<file path="src/rtl/branch_unit_pkg.sv">
// branch_unit_pkg: opcodes, FSM states and branch-condition evaluation shared by the branch unit
package branch_unit_pkg;
  localparam int COND_W = 64;
  typedef enum logic [2:0] {
    OP_NEXT, OP_JUMP, OP_BR_ANY, OP_BR_ALL, OP_BR_NONE, OP_CALL, OP_RET, OP_RSVD
  } op_t;
  typedef enum logic [1:0] {IDLE, EVAL, COMMIT} state_t;
  // Callers zero-extend FLAG_W-wide flags/mask; padding bits never affect the result.
  function automatic logic cond_eval(op_t op, logic [COND_W-1:0] flags, logic [COND_W-1:0] mask);
    logic [COND_W-1:0] hit;
    hit = flags & mask;
    return op == OP_JUMP ? 1'b1 :
           op == OP_BR_ANY ? |hit :
           op == OP_BR_ALL ? hit == mask :
           op == OP_BR_NONE ? ~|hit : 1'b0;
  endfunction
endpackage

</file>
<file path="src/rtl/branch_unit_stack.sv">
// branch_stack: return-address LIFO kept as a shift register with the top entry at index 0
module branch_stack #(
  parameter int PC_W = 16,
  parameter int STACK_DEPTH = 4,
  localparam int DEPTH_W = $clog2(STACK_DEPTH + 1)
) (
  input  logic               aclk,
  input  logic               aresetn,
  input  logic               push,
  input  logic               pop,
  input  logic [PC_W-1:0]    push_data,
  output logic [PC_W-1:0]    top,
  output logic               full,
  output logic               empty,
  output logic [DEPTH_W-1:0] depth
);
  logic [PC_W-1:0] mem [STACK_DEPTH];
  assign full = depth == DEPTH_W'(STACK_DEPTH);
  assign empty = depth == '0;
  assign top = mem[0];
  always_ff @(posedge aclk or negedge aresetn)
    if (!aresetn) begin
      depth <= '0;
      for (int i = 0; i < STACK_DEPTH; i++) mem[i] <= '0;
    end else if (push && !full) begin
      mem[0] <= push_data;
      for (int i = 1; i < STACK_DEPTH; i++) mem[i] <= mem[i-1];
      depth <= depth + 1'b1;
    end else if (pop && !empty) begin
      for (int i = 0; i < STACK_DEPTH - 1; i++) mem[i] <= mem[i+1];
      depth <= depth - 1'b1;
    end
endmodule

</file>
<file path="src/rtl/branch_unit.sv">
// branch_unit: three-phase PC sequencer with flag-mask branches and call/return stack
module branch_unit
  import branch_unit_pkg::*;
#(
  parameter int PC_W = 16,
  parameter int FLAG_W = 8,
  parameter int STACK_DEPTH = 4,
  parameter logic [PC_W-1:0] RESET_PC = '0,
  localparam int DEPTH_W = $clog2(STACK_DEPTH + 1)
) (
  input  logic               aclk,
  input  logic               aresetn,
  input  logic               rx_valid,
  output logic               tx_ready,
  input  logic [2:0]         rx_op,
  input  logic [PC_W-1:0]    rx_target,
  input  logic [FLAG_W-1:0]  rx_mask,
  input  logic [FLAG_W-1:0]  rx_flags,
  output logic [PC_W-1:0]    tx_pc,
  output logic               tx_pc_valid,
  output logic               tx_taken,
  output logic               tx_fault,
  output logic [DEPTH_W-1:0] tx_depth
);
  state_t state;
  op_t op;
  logic [PC_W-1:0] target, pc_inc, top;
  logic [FLAG_W-1:0] mask, flags;
  logic taken_r, fault_r, full, empty, push, pop;
  assign pc_inc = tx_pc + 1'b1;
  assign push = state == COMMIT && op == OP_CALL && taken_r;
  assign pop = state == COMMIT && op == OP_RET && taken_r;
  branch_stack #(.PC_W(PC_W), .STACK_DEPTH(STACK_DEPTH)) u_stack (
    .aclk(aclk), .aresetn(aresetn), .push(push), .pop(pop), .push_data(pc_inc),
    .top(top), .full(full), .empty(empty), .depth(tx_depth)
  );
  always_ff @(posedge aclk or negedge aresetn)
    if (!aresetn) begin
      state <= IDLE;
      op <= OP_NEXT;
      target <= '0;
      mask <= '0;
      flags <= '0;
      taken_r <= 1'b0;
      fault_r <= 1'b0;
      tx_pc <= RESET_PC;
      tx_ready <= 1'b1;
      tx_pc_valid <= 1'b0;
      tx_taken <= 1'b0;
      tx_fault <= 1'b0;
    end else begin
      tx_pc_valid <= 1'b0;
      tx_taken <= 1'b0;
      tx_fault <= 1'b0;
      case (state)
        IDLE: if (rx_valid) begin
          op <= op_t'(rx_op);
          target <= rx_target;
          mask <= rx_mask;
          flags <= rx_flags;
          tx_ready <= 1'b0;
          state <= EVAL;
        end
        EVAL: begin
          // A blocked CALL/RET is reported as not taken so COMMIT falls through to pc+1.
          taken_r <= op == OP_CALL ? !full : op == OP_RET ? !empty :
                     cond_eval(op, COND_W'(flags), COND_W'(mask));
          fault_r <= (op == OP_CALL && full) || (op == OP_RET && empty);
          state <= COMMIT;
        end
        COMMIT: begin
          tx_pc <= !taken_r ? pc_inc : op == OP_RET ? top : target;
          tx_pc_valid <= 1'b1;
          tx_taken <= taken_r;
          tx_fault <= fault_r;
          tx_ready <= 1'b1;
          state <= IDLE;
        end
        default: state <= IDLE;
      endcase
    end
endmodule

</file>
<file path="config.mk">
export PLATFORM = sky130hd
export DESIGN_NAME = branch_unit
export DESIGN_NICKNAME = d
export VERILOG_FILES = /design/src/rtl/branch_unit_pkg.sv /design/src/rtl/branch_unit_stack.sv /design/src/rtl/branch_unit.sv
export SDC_FILE = /design/constraint.sdc
export NUM_CORES = 1
export LEC_CHECK = 0
export CORE_ASPECT_RATIO = 1.5
export CORE_MARGIN = 2
export CORE_UTILIZATION = 30
export CTS_CLUSTER_SIZE = 25
export DETAILED_ROUTE_END_ITERATION = 8
export DONT_BUFFER_PORTS = 1
export GPL_ROUTABILITY_DRIVEN = 0
export SLEW_MARGIN = 25
export SYNTH_ARGS = -nofsm -noshare
export SYNTH_HDL_FRONTEND = slang
export SYNTH_HIERARCHICAL = 1
export SYNTH_SLANG_ARGS = --single-unit
</file>
<file path="constraint.sdc">
create_clock -name aclk -period 5.1 [get_ports aclk]
set_input_delay 0.765 -clock aclk [delete_from_list [all_inputs] [get_ports aclk]]
set_output_delay 0.765 -clock aclk [all_outputs]
set_load 0.02 [all_outputs]
</file>
======== Word-level counts from Yosys, hierarchy flattened ========
Index checks and enable logic that the tools add are counted.
word-level totals
  register bits after elaboration ......... 126
  memories kept ........................... 0
  latch bits .............................. 0
  input bits .............................. 38
  ROM bits ................................ 0
  RAM bits ................................ 0
  logic and storage cells ................. 70
  output and inout port bits .............. 23
operators by class
  bitwise logic cells ..................... 1
  add/subtract/negate cells ............... 3
  div/mod/pow operators ................... 0
  reductions and logical operators ........ 19
  equality and inequality tests ........... 11
  $mul .................................... 0
  magnitude comparators ................... 0
  multiplexer cells ....................... 19
  shifts and indexed selects .............. 0
operator list
  cell                   count
  $mux 48                2
  $reduce_or 64->1       1
  $mux 16                2
  $add 16x1->16 const B  1
  $eq 3x3->1 const B     4
  $mux 1                 10
  $and 8x8->8            1
  $eq 8x8->1             1
  $logic_and 1x1->1      8
  $eq 3x2->1 const B     2
  $mux 3                 2
  $pmux 2 s2             1
  $reduce_and 2->1       2
  $reduce_bool 2->1      2
  $add 3x1->3 const B    1
  $eq 3x1->1 const B     1
  $logic_not 1->1        3
  $logic_not 3->1        1
  $sub 3x1->3 const B    1
  $eq 2x1->1 const B     1
  $eq 2x2->1 const B     1
  $logic_not 2->1        1
  $mux 2                 1
  $ne 2x2->1 const B     1
  other kinds (2)        2

======== Longest topological paths before layout ========
Gate-level depths: netlist (run 1).
  depth in word-level cells ............... 9
  depth in mapped cells ................... 14
  depth with buffers taken out ............ 11

======== By module ========
Netlist (run 1), hierarchy kept.
modules (own cells, without submodules)
  module        cells each  instances  area each (µm²)  seq. area each (µm²)
  branch_stack  369         1          3,203.1          1,676.6
  branch_unit   284         1          2,979.1          1,477.7

======== Worst setup path before layout (run 1) ========
No wires, ideal clock.
  path kind ............................... flip-flop to flip-flop
  from .................................... reg state[0]
  to ...................................... reg u_stack.depth[2]
  setup slack ............................. 2,648 ps
  required time ........................... 5,021 ps
  buffers on the path ..................... 3
  library setup time ...................... 79 ps
  cell stages (with the launch flop) ...... 15
  data arrival time ....................... 2,373 ps
  clock period less this slack ............ 2,452 ps
  cell sequence ........................... dfrtp_1 nand2b_1 clkbuf_1 inv_1 nand2_1 inv_1 and4_1 clkbuf_2 o31ai_2 buf_4 mux2_2 ha_1 nor4b_1 a21oi_1 a2bb2oi_1
on the way
  longest elaborated chain between the ends .. 5
  elaborated cells between the ends (all ways) .. 9
  those cells by class .................... 1 x eq/ne; 1 x mux; 7 x reduce/logical
ends and longest elaborated chain
  what                                                RTL line                 RTL
  start, declared                                     branch_unit.sv:25        state_t state;
  start signal, assigned                              branch_unit.sv:39        state <= IDLE;
  start signal, assigned                              branch_unit.sv:62        state <= EVAL;
  start signal, assigned                              branch_unit.sv:69        state <= COMMIT;
  $eq 2x2->1 *                                        branch_unit.sv:31        assign push = state == COMMIT && op == OP_CALL && taken_r;
  $logic_and 1x1->1 * (2 in a row)                    branch_unit.sv:31
  net push                                            branch_unit.sv:29        logic taken_r, fault_r, full, empty, push, pop;
  $logic_and 1x1->1 *                                 branch_unit_stack.sv:25  end else if (push && !full) begin
  $mux 3 / $reduce_bool 2->1 (equally long branches)  --
  end signal, assigned                                branch_unit_stack.sv:28  depth <= depth + 1'b1;
  end signal, assigned                                branch_unit_stack.sv:31  depth <= depth - 1'b1;
  end, declared                                       branch_unit_stack.sv:15  output logic [DEPTH_W-1:0] depth
Mark *: on every way through the listed nets, which the timed path passes. The rest lies on a longest branch.
A chain may end at the register's enable or synchronous reset.

======== Worst setup path after layout (run 1) ========
  from .................................... reg state[0]
  to ...................................... reg u_stack.mem, in the netlist u_stack/top[0]
on the way
  longest elaborated chain between the ends .. 5
  elaborated cells between the ends (all ways) .. 9
  those cells by class .................... 1 x eq/ne; 1 x mux; 7 x reduce/logical
ends and longest elaborated chain
  what                                                 RTL line                 RTL
  $eq 2x2->1 *                                         branch_unit.sv:31
  $logic_and 1x1->1 * (2 in a row)                     branch_unit.sv:31
  net push                                             branch_unit.sv:29
  $logic_and 1x1->1 *                                  branch_unit_stack.sv:25
  $mux 48 / $reduce_bool 2->1 (equally long branches)  --
  end, declared                                        branch_unit_stack.sv:17  logic [PC_W-1:0] mem [STACK_DEPTH];
Marks and branches as above.

==> results of run 1 <==
through the flow:
stage               power [µW]  cell area (µm²)  util, %  instances  hold WS, ns
floorplan                 2438             6182        -        653       0.4304
global placement          2600             6218    30.57        868       0.4458
detailed placement        2620             6218    30.57        868       0.4550
CTS                       3764             6770    33.29        900      0.02910
global route              3969             6770    33.29        900      0.03233
finish                    3727             6770    33.29        900      0.04952
sequential cells by signal (all words and copies together) (netlist names), 3 cells and up:
name / cells
flags: 8
mask: 8
op: 3
target: 16
tx_pc: 16
u_stack/depth: 3
u_stack/mem: 48
u_stack/top: 16
cell families (layout without fill, tap and decap cells):
family	after synthesis	in the layout	synth area share, %
and+or+nand+nor	225	225	15.38
AOI/OAI and AO/OA	162	162	15.28
DFF	126	126	51.02
buffers and inverters	75	58	7.246
muxes	48	48	8.419
xor gates and xnor gates	15	15	2.247
adders and majority gates	2	2	0.4047
power by group:
group,leakage [µW],switching [µW],internal (µW)
Combinational,0.00126,389,354
Clock,0.000269,437,690
Sequential,0.00159,492,1360
final timing paths:
kind	from	endpoint	cells past startpoint
min	aresetn	target[9]$_DFFE_PN0P_	0
min reg2reg	fault_r$_DFFE_PN0N_	fault_r$_DFFE_PN0N_	2
max reg2reg	state[0]$_DFFE_PN0P_	u_stack/top[0]$_DFFE_PN0P_	10
max in group asynchronous	aresetn	tx_ready$_DFFE_PN1P_	0
max	state[0]$_DFFE_PN0P_	u_stack/top[0]$_DFFE_PN0P_	10
min in group aclk	fault_r$_DFFE_PN0N_	fault_r$_DFFE_PN0N_	2
cell type report:
| type | instances | share of cell area [%] |
|---|---|---|
| clock buffer | 21 | 6.801 |
| clock inverter | 11 | 1.349 |
| inverter | 18 | 0.9980 |
| multi-input combinational | 452 | 38.50 |
| sequential | 126 | 46.59 |
| tap | 264 | 4.879 |
| timing repair buffer | 8 | 0.8871 |
worst register-to-register path, cell delays in order (launching register included):
cell and delay, ns:
dfrtp_1 0.39, nand2b_1 0.14, buf_4 0.21, inv_1 0.29
nand2_1 0.24, inv_1 0.12, and4_1 0.40, a21boi_4 0.46
buf_4 0.57, a21oi_1 0.13, a21oi_1 0.18
metal layers:
metal	GRT usage, %	part of all wire, %	vias up
li1	-	-	2143
met1	16.23	42	2116
met2	22.09	51	99
met3	3.680	5.0	17
met4	5.839	2.2	0
met5	0	0	-
cell usage in the layout (no fill, tap or decap), types with 3 or more instances in the layout:
cell | netlist | layout
nand2_1 | 130 | 130
dfrtp_1 | 125 | 125
a21oi_1 | 94 | 94
nor2_1 | 61 | 61
mux2_2 | 32 | 32
o21ai_0 | 30 | 30
inv_1 | 17 | 17
clkbuf_16 | 0 | 17
mux2i_1 | 16 | 16
a21oi_2 | 12 | 12
buf_4 | 23 | 8
xnor2_1 | 7 | 7
xor2_1 | 7 | 7
clkinv_2 | 0 | 6
nand4_1 | 5 | 5
a22oi_1 | 5 | 5
and2_1 | 4 | 4
and4_1 | 4 | 4
nor3_1 | 4 | 4
nand3_1 | 3 | 3
clkinvlp_4 | 0 | 3
==> summary.txt, run 1 <==
ranking of synthesized cells by area = dfrtp_1 (51%), nand2_1 (7.9%), a21oi_1 (7.6%), mux2_2 (5.8%), nor2_1 (3.7%)
critical path's slowest cell = buf_4
area of the core = 20,340 µm²
CTS tree = done
Synth Flop Type = dfrtp_1
Vias = 4,375
status = completed
Cells after Synth = 653
post_cts resized = 0
MaxCap Viol Count = 0
Worst Hold Class = input port to async pin
vias in the first global route = 4,433
arrival time at the worst endpoint = 3.55 ns
Post-synth ARST share = 100.0%
IR drop worst, VDD = 0.0002825 V
Yosys reg bits = 126
relative slew slack = 45.35%
post-CTS setup buffers = 0
Multi-input gate area = 2606 µm²
critical path type = register to register
Fmax achieved = 312.1 MHz
worst-path cell chain = nand2b_1 -> buf_4 -> inv_1 -> nand2_1 -> inv_1 -> and4_1 -> a21boi_4 -> buf_4 -> a21oi_1 -> a21oi_1
n_diodes = 0
worst endpoint required time = 5.44 ns
Slew Limit Fails = 0
Worst setup SP type = register
Fin Clk Skew = 0.009284 ns
Final ANT Viol Nets = 0
Hold Buf Count CTS = 0
PwrDens = 550.5 nW/µm²
clk sinks = 126
Max Buffers Root-to-Sink = 2
post-synth top area cell = dfrtp_1
share of layout cells above drive strength 1 = 14.62%
delay of the slowest critical-path stage = 0.56 ns
Ports = 61
first-pass GRT wire length = 23.14 mm
Total Routing Usage GR = 13.39%
worst path bufs/invs = 4
Syn Std Cell Area = 6182 µm²
Avg Cell Area, Syn = 9.467 µm²
CP Max Fanout = 52
final hold violations = 0
DP HPWL = 8.937 mm
via/cell ratio = 4.861
synthesis-to-finish area growth = 9.512%
Distinct cells, synth = 55
Final Cycle Share = 62.83%
number of synthesis warnings = 6
RSZ-0062 raised after global routing = no
Crit path max-delay family = buffers and inverters
CP Capture Type = register
die height = 179.8 µm
FF-to-FF setup slack = 1.90 ns
syn_nets = 693
port buffer count = 0
initial antenna violation count = 0
CTS H-tree depth = 4
# rows = 64
register area = 3154 µm²
Least-Margin Pin Slew = 0.8162 ns
Pre-antenna DRT Iters = 4
Final WS setup = 1.895 ns
most common library cells after synthesis = nand2_1 (130), dfrtp_1 (125), a21oi_1 (94)
final WL = 13.78 mm
Initial Util = 30.39%
Filler cells = 2,116
clk_lat worst skew = 0.42 ns
pre-CTS setup slack = 1.922 ns
largest net degree at the start of global routing = 127
most instantiated library cell after synthesis = nand2_1
Final TNS setup = 0 ns
clock-pin slew on the worst setup and hold paths = 0.06 ns
post-synthesis sequential area ratio = 51.02%
Final min period = 3.205 ns
post-synth top area share = 50.60%
DRC Markers = 0
area of the die = 21,800 µm²
EDFF count, synth = 0
routed len/inst = 15.32 µm
Die W = 121.2 µm
Root Driver = clkbuf_16
gr ovfl total = 0
Setup violations, final = 0
Num CTS Buffers = 17
DRT iter0 DRCs = 323
Final nets = 663
LEAKAGE = 0.003116 µW
(Power assumes the default switching activity.)
==> run 2, diff against run 1 <==
==> constraint.sdc (replaced) <==
create_clock -name aclk -period 2.7 [get_ports aclk]
set_input_delay 0.405 -clock aclk [delete_from_list [all_inputs] [get_ports aclk]]
set_output_delay 0.405 -clock aclk [all_outputs]
set_load 0.02 [all_outputs]
==> run 2 against run 1 <==
The flow now finishes with violations (hold timing). Non-clock buffer count is 5 higher. Core utilization is 0.72 points higher. Critical path depth is 1 higher. Fmax is 38% higher. Sequential share of layout area is 0.99 points lower. Cell count is 0.44% higher. Power is 96% higher. Clock skew is 0.0017 ns lower. Critical path type unchanged. Highest routed layer unchanged.
==> summary.txt, run 2 (synthesis gave the netlist of run 1 again) <==
CTS tree = done
PwrDens = 1058 nW/µm²
clk sinks = 126
delay of the slowest critical-path stage = 0.40 ns
post-CTS setup buffers = 0
final WL = 13.79 mm
hold slack = -0.3092 ns
DRC Markers = 0
Vias = 4,419
Num CTS Buffers = 17
share of layout cells above drive strength 1 = 15.16%
vias in the first global route = 4,324
Slew Limit Fails = 0
die height = 179.8 µm
Die W = 121.2 µm
via/cell ratio = 4.888
reg-to-reg endpoint = u_stack/depth[2]$_DFFE_PN0P_
DP HPWL = 8.779 mm
# rows = 64
Final TNS setup = 0 ns
Ports = 61
Pre-antenna DRT Iters = 4
most flop-heavy register = u_stack/mem
Root Driver = clkbuf_16
first-pass GRT wire length = 22.98 mm
pre-CTS setup slack = 0.3864 ns
worst-case reg-to-reg path depth = 11
CP Capture Type = register
area of the die = 21,800 µm²
Final nets = 668
Worst Hold Class = input port to async pin
Fin Clk Skew = 0.007613 ns
commonest cells after routing, fill and taps aside = nand2_1 (130), dfrtp_1 (125), a21oi_1 (94)
port buffer count = 0
LEAKAGE = 0.003183 µW
Filler cells = 2,089
initial antenna violation count = 0
status = complete, but fails checks
failing checks = hold timing
gr ovfl total = 0
critical path's slowest cell = dfrtp_1
DRT iter0 DRCs = 302
clk_lat worst skew = 0.41 ns
routed len/inst = 15.25 µm
MaxCap Viol Count = 0
Setup violations, final = 0
Total Routing Usage GR = 13.22%
Most common cell on crit path = inv_1
CP Max Fanout = 8
Initial Util = 30.39%
synthesis-to-finish area growth = 11.88%
arrival time at the worst endpoint = 2.65 ns
worst-path cell chain = nand2b_1 -> inv_1 -> nand2_1 -> inv_1 -> and4_1 -> o31ai_4 -> mux2_2 -> ha_1 -> nor4b_1 -> a21oi_1 -> a2bb2oi_1
area of the core = 20,340 µm²
Final Cycle Share = 85.97%
post_cts resized = 0
RR Startpoint = state[0]$_DFFE_PN0P_
n_diodes = 0
Final ANT Viol Nets = 0
IR drop worst, VDD = 0.0004550 V
critical path type = register to register
worst endpoint required time = 3.03 ns
Final WS setup = 0.3788 ns
final hold violations = 126
largest net degree at the start of global routing = 127
Max Buffers Root-to-Sink = 2
commonest non-fill, non-tap cell in the layout = nand2_1
max FFs per register = 48
Least-Margin Pin Slew = 0.6936 ns
Final min period = 2.321 ns
clock-pin slew on the worst setup and hold paths = 0.06 ns
Worst setup SP type = register
CTS H-tree depth = 4
FF-to-FF setup slack = 0.38 ns
RSZ-0062 raised after global routing = no
relative slew slack = 53.76%
Fmax achieved = 430.8 MHz
run 2: changes by cell type in the layout (fill, tap and decap cells not counted):
cell	previous run	this run
buf_12	0	3
inv_6	1	0
clkinv_4	0	2
clkinvlp_4	3	2
clkinv_2	6	2
bufinv_16	1	4
buf_4	8	10
run 2: worst max path at each step:
stage / cells past startpoint / start / slack [ns] / to
after detailed placement: 11 / state[0]$_DFFE_PN0P_ / 0.39 / u_stack/depth[2]$_DFFE_PN0P_
after CTS: 11 / state[0]$_DFFE_PN0P_ / 0.38 / u_stack/depth[2]$_DFFE_PN0P_
after global placement: 11 / state[0]$_DFFE_PN0P_ / 0.43 / u_stack/depth[2]$_DFFE_PN0P_
after floorplan: 14 / state[0]$_DFFE_PN0P_ / 0.25 / u_stack/depth[2]$_DFFE_PN0P_
after global routing: 11 / state[0]$_DFFE_PN0P_ / 0.22 / u_stack/depth[2]$_DFFE_PN0P_
final: 11 / state[0]$_DFFE_PN0P_ / 0.38 / u_stack/depth[2]$_DFFE_PN0P_
run 2: metrics by stage:
step / utilization [%] / total power, µW / instances / instance area, µm²
floorplan: - / 4604 / 653 / 6182
global placement: 30.94 / 4899 / 873 / 6294
detailed placement: 30.94 / 4954 / 873 / 6294
CTS: 34.01 / 7396 / 904 / 6917
global route: 34.01 / 7772 / 904 / 6917
finish: 34.01 / 7318 / 904 / 6917
run 2: area by class of cell:
cell class / count / area, µm² / share of cell area, %
inverters: 18 / 67.56 / 0.9768
multi-input cells: 452 / 2606 / 37.68
repair buffers: 13 / 135.1 / 1.954
clock buffers: 21 / 460.4 / 6.657
well taps: 264 / 330.3 / 4.776
clock inverters: 10 / 162.7 / 2.352
flip-flops and latches: 126 / 3154 / 45.60
run 2: power breakdown:
group / switching (µW) / internal (µW)
logic: 744 / 689
clock network: 822 / 1590
registers: 898 / 2580
total: 2460 / 4850
run 2: worst max-delay path: cells and delay by family (launching register included):
| family | cells | cell delay, ns |
|---|---|---|
| compound gates | 3 | 0.33 |
| fa+ha+maj | 1 | 0.20 |
| buf+inv | 2 | 0.14 |
| flops | 1 | 0.40 |
| mux | 1 | 0.28 |
| simple gates | 4 | 0.90 |
run 2: layer usage:
metal / global-route usage (%) / up-vias / wire, µm
met5: 0 / - / 0
met4: 4.920 / 0 / 213
met3: 4.124 / 11 / 648
met2: 22.72 / 84 / 7386
met1: 15.28 / 2180 / 5540
li1: - / 2144 / -
==> run 3, diff against run 2 <==
--- a/config.mk
+++ b/config.mk
@@ -7,11 +7,12 @@
 export LEC_CHECK = 0
 export CORE_ASPECT_RATIO = 1.5
 export CORE_MARGIN = 2
-export CORE_UTILIZATION = 30
+export CORE_UTILIZATION = 57
 export CTS_CLUSTER_SIZE = 25
 export DETAILED_ROUTE_END_ITERATION = 8
 export DONT_BUFFER_PORTS = 1
 export GPL_ROUTABILITY_DRIVEN = 0
+export PLACE_DENSITY = 0.75
 export SLEW_MARGIN = 25
 export SYNTH_ARGS = -nofsm -noshare
 export SYNTH_HDL_FRONTEND = slang
==> run 3 against run 2 <==
The run still ends with hold timing left. Critical path type unchanged. Fmax down 8.0%. Power is 1.8% lower. Cell count decreased by 13%. Clock skew down 0.0016 ns. Via count up 2.8%. Clock-buffer cell count unchanged. First-iteration DRC count rose by 16%. Worst hold slack worse by 0.0075 ns. Sequential power about the same. Highest routed layer unchanged. Die area decreased by 46%. Clock power fell by 7%.
==> summary.txt, run 3 (synthesis gave the netlist of run 1 again) <==
largest net degree at the start of global routing = 127
Worst setup SP type = register
relative slew slack = 54.39%
clock-pin slew on the worst setup and hold paths = 0.06 ns
WL met3 = 764 µm
commonest cells after routing, fill and taps aside = nand2_1 (130), dfrtp_1 (125), a21oi_1 (94)
synthesis-to-finish area growth = 8.520%
IR drop worst, VDD = 0.0006375 V
share of layout cells above drive strength 1 = 15.31%
# rows = 46
CP Max Fanout = 8
PwrDens = 1071 nW/µm²
n_diodes = 0
post-layout instance area = 6709 µm²
vias in the first global route = 4,494
DRC Markers = 0
DP HPWL = 8.469 mm
CP Capture Type = register
first-pass GRT wire length = 22.58 mm
Vias = 4,544
RSZ-0062 raised after global routing = no
Final min period = 2.524 ns
critical path's slowest cell = and4_1
worst endpoint required time = 3.03 ns
top layer in use = met4
Layout Utilization = 63.35%
met1 WL = 5.293 mm
Initial Util = 58.38%
die height = 131.6 µm
Total Routing Usage GR = 24.83%
Final WS setup = 0.1763 ns
worst-path cell chain = nand2b_1 -> inv_1 -> nand2_1 -> inv_1 -> and4_1 -> o31ai_4 -> mux2_2 -> ha_1 -> nor4b_1 -> a21oi_1 -> a2bb2oi_1
RR Startpoint = state[0]$_DFFE_PN0P_
CP startpoint = state[0]$_DFFE_PN0P_
CTS tree = done
Slew Limit Fails = 0
Final ANT Viol Nets = 0
port buffer count = 0
Final nets = 667
Max Buffers Root-to-Sink = 2
delay of the slowest critical-path stage = 0.43 ns
Pre-antenna DRT Iters = 7
Final Cycle Share = 93.47%
LEAKAGE = 0.003152 µW
clk_lat worst skew = 0.41 ns
clk sinks = 126
Num CTS Buffers = 17
Least-Margin Pin Slew = 0.6841 ns
Root Driver = clkbuf_16
Die W = 89.04 µm
critical path type = register to register
commonest non-fill, non-tap cell in the layout = nand2_1
Ports = 61
failing checks = hold timing
arrival time at the worst endpoint = 2.85 ns
initial antenna violation count = 0
most flop-heavy register = u_stack/mem
final WL = 13.53 mm
status = complete, but fails checks
final hold violations = 126
DRT iter0 DRCs = 349
max FFs per register = 48
Setup violations, final = 0
routed len/inst = 17.26 µm
pre-CTS setup slack = 0.2981 ns
gr ovfl total = 0
post-CTS setup buffers = 0
Fin Clk Skew = 0.006019 ns
via/cell ratio = 5.796
area of the die = 11,710 µm²
Fmax achieved = 396.2 MHz
DP Area = 6123 µm²
Worst Hold Class = input port to async pin
Final TNS setup = 0 ns
Most common cell on crit path = inv_1
met2 WL = 7.205 mm
area of the core = 10,590 µm²
CTS H-tree depth = 4
hold slack = -0.3167 ns
MaxCap Viol Count = 0
run 3: report_power, final:
part           internal (µW)  switching [µW]
sequential              2580             892
combinational            688             780
clock                   1420             823
run 3: critical path: cells and delay by family (launching register included):
kind	cells	cell delay [ns]
AOI/OAI and AO/OA	3	0.37
adders and majority gates	1	0.21
buffers and inverters	2	0.17
DFF	1	0.40
muxes	1	0.29
and+or+nand+nor	4	1.01
run 3: final timing paths:
path                                                end  slack (ns)  depth (start not counted)
setup / recovery           u_stack/depth[2]$_DFFE_PN0P_        0.18                         11
hold / removal              u_stack/top[11]$_DFFE_PN0P_       -0.32                          0
setup reg to reg           u_stack/depth[2]$_DFFE_PN0P_        0.18                         11
hold reg to reg                     fault_r$_DFFE_PN0N_        0.47                          2
max in group asynchronous          tx_ready$_DFFE_PN1P_        2.79                          0
min in group aclk                  flags[2]$_DFFE_PN0P_        0.11                          2
run 3: routing by layer:
metal,GRT usage (%),vias to the layer above
met3,6.093,22
met4,10.20,0
li1,-,2134
met2,40.30,134
met5,0,-
met1,31.41,2254
run 3: what timing repair did:
action,CTS,global route
gates resized for setup,0,0
endpoints found under the hold margin,126,126
endpoints found under the setup margin,0,0
run 3: area by class of cell:
class | count | area, µm²
clock inverter | 11 | 115.1
inverter | 18 | 67.56
fill | 849 | 3881
timing repair buffer | 12 | 115.1
clock buffer | 21 | 470.5
tap | 144 | 180.2
multi-input combinational | 452 | 2606
sequential | 126 | 3154
run 3: stage by stage:
stage	cells	hold slack (ns)	power [µW]
floorplan	653	0.1094	4604
global placement	752	0.1142	4818
detailed placement	752	0.1148	4936
CTS	784	-0.3238	7202
global route	784	-0.3302	7588
finish	784	-0.3167	7183
